--- config.mk ---
export PLATFORM = sky130hd
export DESIGN_NAME = player_motion
export DESIGN_NICKNAME = d
export VERILOG_FILES = /design/src/rtl/player_motion.sv
export SDC_FILE = /design/constraint.sdc
export NUM_CORES = 1
export LEC_CHECK = 0
export ABC_AREA = 0
export CAP_MARGIN = 20
export CORE_AREA = 2 2 109 111
export CTS_CLUSTER_DIAMETER = 200
export DETAILED_ROUTE_END_ITERATION = 16
export DIE_AREA = 0 0 111 113
export HOLD_SLACK_MARGIN = 0.15
export PLACE_DENSITY = 0.81
export SYNTH_ARGS = -nofsm -noshare
export SYNTH_HDL_FRONTEND = slang
export SYNTH_SLANG_ARGS = --single-unit
export TNS_END_PERCENT = 5
--- constraint.sdc ---
create_clock -name clock -period 4.55 [get_ports clock]
set_input_delay 0.91 -clock clock [delete_from_list [all_inputs] [get_ports clock]]
set_output_delay 0.91 -clock clock [all_outputs]
set_load 0.02 [all_outputs]
--- src/rtl/player_motion.sv ---
// Per-frame player position/angle update with map collision query over valid/ready.
// Optional PLAYER_STRAFE_EN adds strafe_left/strafe_right sideways movement.
module player_motion #(
  parameter int POS_W      = 16,
  parameter int ANG_W      = 9,
  parameter int ANG_STEPS  = 360,
  parameter int ROT_STEP   = 90,
  parameter int MOVE_STEP  = 64,
  parameter int CELL_SHIFT = 8,
  parameter logic [POS_W-1:0] X_INIT = 16'd384,
  parameter logic [POS_W-1:0] Y_INIT = 16'd384
) (
  input  logic                      clock,
  input  logic                      resetn,
  input  logic                      frame_tick,
  input  logic                      forward,
  input  logic                      backward,
  input  logic                      rotateA,
  input  logic                      rotateD,
`ifdef PLAYER_STRAFE_EN
  input  logic                      strafe_left,
  input  logic                      strafe_right,
`endif
  output logic                      map_req_valid,
  input  logic                      map_req_ready,
  output logic [POS_W-CELL_SHIFT-1:0] map_cell_x,
  output logic [POS_W-CELL_SHIFT-1:0] map_cell_y,
  input  logic                      map_rsp_valid,
  input  logic                      map_wall,
  output logic [POS_W-1:0]          pos_x,
  output logic [POS_W-1:0]          pos_y,
  output logic [ANG_W-1:0]          angle,
  output logic                      update_done,
  output logic                      bump,
  output logic                      tick_overrun
);
  localparam logic [ANG_W:0]   ANG_N = (ANG_W+1)'(ANG_STEPS);
  localparam logic [ANG_W:0]   ROT_N = (ANG_W+1)'(ROT_STEP);
  localparam logic [ANG_W-1:0] A_Q1  = ANG_W'(ANG_STEPS/4);
  localparam logic [ANG_W-1:0] A_Q2  = ANG_W'(ANG_STEPS/2);
  localparam logic [ANG_W-1:0] A_Q3  = ANG_W'(3*ANG_STEPS/4);
  localparam logic [POS_W:0]   STEP  = (POS_W+1)'(MOVE_STEP);

  typedef enum logic [1:0] {IDLE, REQ, WAIT} state_t;
  state_t state_q, state_d;

  logic [POS_W-1:0] cand_x, cand_y, cand_x_d, cand_y_d;
  logic [POS_W-1:0] x_inc, x_dec, y_inc, y_dec;
  logic [POS_W:0]   x_up, y_up;
  logic [ANG_W:0]   ang_ext, ang_inc, ang_dec;
  logic [ANG_W-1:0] ang_next;
  logic             rot_en, card, want, do_move, accept;
  logic [1:0]       head, ofs, mdir;

  // Rotation wraps modulo ANG_STEPS; computed one bit wider to avoid overflow.
  assign ang_ext  = {1'b0, angle};
  assign ang_inc  = (ang_ext + ROT_N >= ANG_N) ? ang_ext + ROT_N - ANG_N : ang_ext + ROT_N;
  assign ang_dec  = (ang_ext >= ROT_N) ? ang_ext - ROT_N : ang_ext + ANG_N - ROT_N;
  assign rot_en   = rotateA ^ rotateD;
  assign ang_next = rotateA ? ang_inc[ANG_W-1:0] : ang_dec[ANG_W-1:0];

  // Saturating steps in both directions on each axis.
  assign x_up  = {1'b0, pos_x} + STEP;
  assign y_up  = {1'b0, pos_y} + STEP;
  assign x_inc = x_up[POS_W] ? '1 : x_up[POS_W-1:0];
  assign y_inc = y_up[POS_W] ? '1 : y_up[POS_W-1:0];
  assign x_dec = ({1'b0, pos_x} >= STEP) ? pos_x - STEP[POS_W-1:0] : '0;
  assign y_dec = ({1'b0, pos_y} >= STEP) ? pos_y - STEP[POS_W-1:0] : '0;

  // Direction index: 0 = +x, 1 = -y, 2 = -x, 3 = +y; offsets rotate it in quarter turns.
  always_comb begin
    card = 1'b1;
    head = 2'd0;
    if (angle == '0)        head = 2'd0;
    else if (angle == A_Q1) head = 2'd1;
    else if (angle == A_Q2) head = 2'd2;
    else if (angle == A_Q3) head = 2'd3;
    else                    card = 1'b0;
    want = 1'b0;
    ofs  = 2'd0;
    if (forward ^ backward) begin
      want = card;
      ofs  = backward ? 2'd2 : 2'd0;
    end
`ifdef PLAYER_STRAFE_EN
    else if (strafe_left ^ strafe_right) begin
      want = card;
      ofs  = strafe_left ? 2'd1 : 2'd3;
    end
`endif
    mdir     = head + ofs;
    cand_x_d = pos_x;
    cand_y_d = pos_y;
    case (mdir)
      2'd0:    cand_x_d = x_inc;
      2'd1:    cand_y_d = y_dec;
      2'd2:    cand_x_d = x_dec;
      default: cand_y_d = y_inc;
    endcase
    do_move = want && ((cand_x_d != pos_x) || (cand_y_d != pos_y));
  end

  always_comb begin
    state_d = state_q;
    accept  = 1'b0;
    case (state_q)
      IDLE: if (frame_tick) begin
        accept = 1'b1;
        if (do_move) state_d = REQ;
      end
      REQ:  if (map_req_ready) state_d = WAIT;
      WAIT: if (map_rsp_valid) state_d = IDLE;
      default: state_d = IDLE;
    endcase
  end

  always_ff @(posedge clock) begin
    if (!resetn) begin
      state_q       <= IDLE;
      pos_x         <= X_INIT;
      pos_y         <= Y_INIT;
      angle         <= '0;
      cand_x        <= '0;
      cand_y        <= '0;
      map_req_valid <= 1'b0;
      map_cell_x    <= '0;
      map_cell_y    <= '0;
      update_done   <= 1'b0;
      bump          <= 1'b0;
      tick_overrun  <= 1'b0;
    end else begin
      state_q      <= state_d;
      update_done  <= 1'b0;
      bump         <= 1'b0;
      tick_overrun <= frame_tick && (state_q != IDLE);
      if (accept) begin
        if (rot_en) angle <= ang_next;
        if (do_move) begin
          cand_x        <= cand_x_d;
          cand_y        <= cand_y_d;
          map_cell_x    <= cand_x_d[POS_W-1:CELL_SHIFT];
          map_cell_y    <= cand_y_d[POS_W-1:CELL_SHIFT];
          map_req_valid <= 1'b1;
        end else begin
          update_done <= 1'b1;
        end
      end
      if (state_q == REQ && map_req_ready) map_req_valid <= 1'b0;
      if (state_q == WAIT && map_rsp_valid) begin
        update_done <= 1'b1;
        if (map_wall) begin
          bump <= 1'b1;
        end else begin
          pos_x <= cand_x;
          pos_y <= cand_y;
        end
      end
    end
  end
endmodule
==> flow_metrics.env, run 1 <==
export IMPL_status="completed"
export IMPL_hold_viol_final=0
export IMPL_nets=828
export IMPL_r2r_cells=11
export IMPL_cts_tree="built"
export IMPL_clkTransAtPathRegs_ns=0.07
export IMPL_cts_buffer_depth=2
export IMPL_cellLeakagePower_nw=2.262
export IMPL_power_frac_seq_pct=40.8
export IMPL_die_h_um=113
export IMPL_synth_main_ff_cell="dfxtp_1"
export IMPL_cp_startpoint="angle[6]"
export IMPL_drive_gt1_share_pct=9.236
export IMPL_drtAntennaViolNets=0
export IMPL_slew_headroom_pct=27.47
export IMPL_final_cell_mix="130 x nand2_1, 78 x dfxtp_1, 77 x a21oi_1"
export IMPL_first_iter_violations=751
export IMPL_drv_slew=0
export IMPL_peakVddDrop_v=0.0002551
export IMPL_power_share_clock_pct=37.3
export IMPL_initial_core_util_pct=49.67
export IMPL_grt_first_pass_wirelength_um=28350
export IMPL_area_growth_pct=17.97
export IMPL_register_area_sq_um=1562
export IMPL_cts_made_buffers=9
export IMPL_drc=0
export IMPL_core_area_sq_um=11270
export IMPL_post_route_period_util_pct=92.48
export IMPL_cts_setup_buffers=0
export IMPL_syn_area_sq_um=5599
export IMPL_ys_ff_latch=78
export IMPL_fin_crit_ns=4.208
export IMPL_first_pass_iters=6
export IMPL_cp_max_fo=31
export IMPL_rows=39
export IMPL_syn_area_per_cell_sq_um=7.225
export IMPL_htree_levels=3
export IMPL_fp_dieArea_sq_um=12540
export IMPL_overflow=0
export IMPL_required_ns=4.84
export IMPL_insertion_delay_ns=0.35
export IMPL_rr_startpoint="angle[6]"
export IMPL_fp_dieW_um=111
export IMPL_holdWs_ns=0.4473
export IMPL_vias=6069
export IMPL_sw_frac_of_total_pct=31.73
export IMPL_cts_root_buf="clkbuf_16"
export IMPL_cts_resized=0
export IMPL_grt_pass1_vias=5410
export IMPL_worstMarginPinSlew_ns=1.085
export IMPL_r2r_end="cand_y[0]"
export IMPL_yosys_cell_types_count=75
export IMPL_synth_async_reset_ratio_pct=0
export IMPL_cts_hold_buf=0
export IMPL_fin_total_pwr_mw=1.851
export IMPL_synth_cells=775
export IMPL_nFillCells=1031
export IMPL_min_delay_path_class="reg2reg"
export IMPL_crit_end="cand_y[0]"
export IMPL_rrSetupSlack_ns=0.34
export IMPL_antenna_found_initial=0
export IMPL_crit_type="reg2reg"
export IMPL_fin_ws_ns=0.3422
export IMPL_finalClockSkew_ns=0.01216
export IMPL_ys_warn_count=0
export IMPL_tns_ns=0
export IMPL_io_buffer_count=69
export IMPL_cap_violations=0
export IMPL_power_internal_mw=1.264
export IMPL_pre_cts_slack_ns=0.09298
export IMPL_routedWlPerCell_um=18.44
export IMPL_synth_edf_count=0
export IMPL_via_per_inst=6.355
export IMPL_critPathArrivalTime_ns=4.50
export IMPL_cp_start_kind="flop"
export IMPL_p_per_area_nw_per_um2=280.3
export IMPL_layout_commonest_cell="nand2_1"
export IMPL_synth_nets=796
export IMPL_ios=71
export IMPL_multi_input_area_sq_um=3583
export IMPL_yosysSeqAreaShare_pct=27.89
export IMPL_hpwl_um=12570
export IMPL_gp_congestion=1.020
export IMPL_drt_wl_total_um=17610
export IMPL_rsz0062_at_grt="false"
export IMPL_grt_usage_pct=27.66
export IMPL_end_kind="flop"
export IMPL_grt_start_max_net_pins=41
export IMPL_netSwitchingPower_mw=0.5875
export IMPL_cts_sinks=78
export IMPL_setup_viol_count_final=0
export IMPL_fmax_mhz=237.7
export IMPL_comb_power_share_pct=21.9
export IMPL_diodes=0
## kinds of logic after synthesis
group | count (synthesis) | share of synthesized area (%)
AOI/OAI and AO/OA | 246 | 29.05
xor gates and xnor gates | 19 | 2.972
adders and majority gates | 11 | 2.458
buffers and inverters | 99 | 8.313
DFF | 78 | 27.89
muxes | 18 | 3.218
other | 1 | 0.06697
and+or+nand+nor | 303 | 26.03
## critical path, cell delays in order (launching register included)
cell and delay (ns):
dfxtp_1 0.46, nor4_1 0.45, and4_1 0.44, or3_1 0.43, nand2_1 0.20, buf_4 0.22, a2111o_1 0.36, o2111a_1 0.15
nand4_1 0.17, o31ai_4 0.11, nor2_4 0.83, o221a_2 0.32
## final cells by class
type | count | area share [%]
Multi-Input combinational cell | 598 | 54.25
Tap cell | 143 | 2.709
Clock buffer | 9 | 3.410
Inverter | 19 | 1.080
Clock inverter | 7 | 0.8145
Timing Repair Buffer | 101 | 14.09
Sequential cell | 78 | 23.64
## state kept, by name, summed over array words and instances, names as in the netlist
register       count
cand_x             8
map_cell_x         8
update_done        1
angle              8
map_req_valid      1
cand_y             8
state_q            2
pos_y             16
tick_overrun       1
map_cell_y         8
pos_x             16
bump               1
## synthesized netlist by cell type (9+ instances only)
library cell	n	area (sq um)
nand2_1	130	488.0
nand4_1	9	56.30
nor2_1	45	168.9
o211ai_1	20	150.1
clkbuf_1	47	176.4
nor2b_1	10	62.56
a21oi_1	77	385.4
a211oi_1	10	75.07
inv_1	19	71.32
xnor2_1	14	122.6
mux2i_1	18	180.2
nor3_1	31	155.2
o21ai_0	47	235.2
buf_4	19	142.6
a31oi_1	10	62.56
ha_1	11	137.6
dfxtp_1	78	1562
nand3_1	29	145.1
o31ai_1	9	67.56
## layer usage
| layer | up-vias | global-route usage (%) | part of all wire, % |
|---|---|---|---|
| li1 | 2863 | - | - |
| met1 | 2809 | 38.74 | 43 |
| met2 | 357 | 42.37 | 44 |
| met3 | 40 | 5.142 | 10 |
| met4 | 0 | 10.75 | 2.3 |
| met5 | - | 0 | 0 |
## worst min-delay path by stage
stage                     startpoint  cells past startpoint  slack (ns)   endpoint
after floorplan            cand_y[6]                      2        0.43   pos_y[6]
after global placement     cand_y[6]                      2        0.44   pos_y[6]
after detailed placement   cand_x[4]                      2        0.44   pos_x[4]
after CTS                  cand_x[4]                      2        0.45   pos_x[4]
after global routing       cand_x[7]                      2        0.47  cand_x[7]
final                      cand_x[4]                      2        0.45   pos_x[4]
## power groups by stage
stage	logic (mW)	clock network (mW)	registers [mW]
2_1_floorplan	0.287	0	0.771
3_3_place_gp	0.395	0	0.770
3_5_place_dp	0.400	0	0.769
4_1_cts	0.402	0.693	0.755
5_1_grt	0.442	0.727	0.760
6_report	0.406	0.690	0.755
## per-stage QoR
step / std cells / instance area [sq um] / util (%)
after floorplan: 775 / 5599 / -
after global placement: 939 / 6326 / 56.12
after detailed placement: 939 / 6326 / 56.12
after CTS: 955 / 6605 / 58.60
after global routing: 955 / 6605 / 58.60
final: 955 / 6605 / 58.60
Note: power is estimated with default switching activity, not from simulation.
==> run 2, diff against run 1 <==
--- a/config.mk
+++ b/config.mk
@@ -9,6 +9,7 @@
 export CAP_MARGIN = 20
 export CORE_AREA = 2 2 109 111
 export CTS_CLUSTER_DIAMETER = 200
+export CTS_CLUSTER_SIZE = 30
 export DETAILED_ROUTE_END_ITERATION = 16
 export DIE_AREA = 0 0 111 113
 export HOLD_SLACK_MARGIN = 0.15
==> results of run 2 <==
Final layout, timing and power as in run 1 (identical DEF).
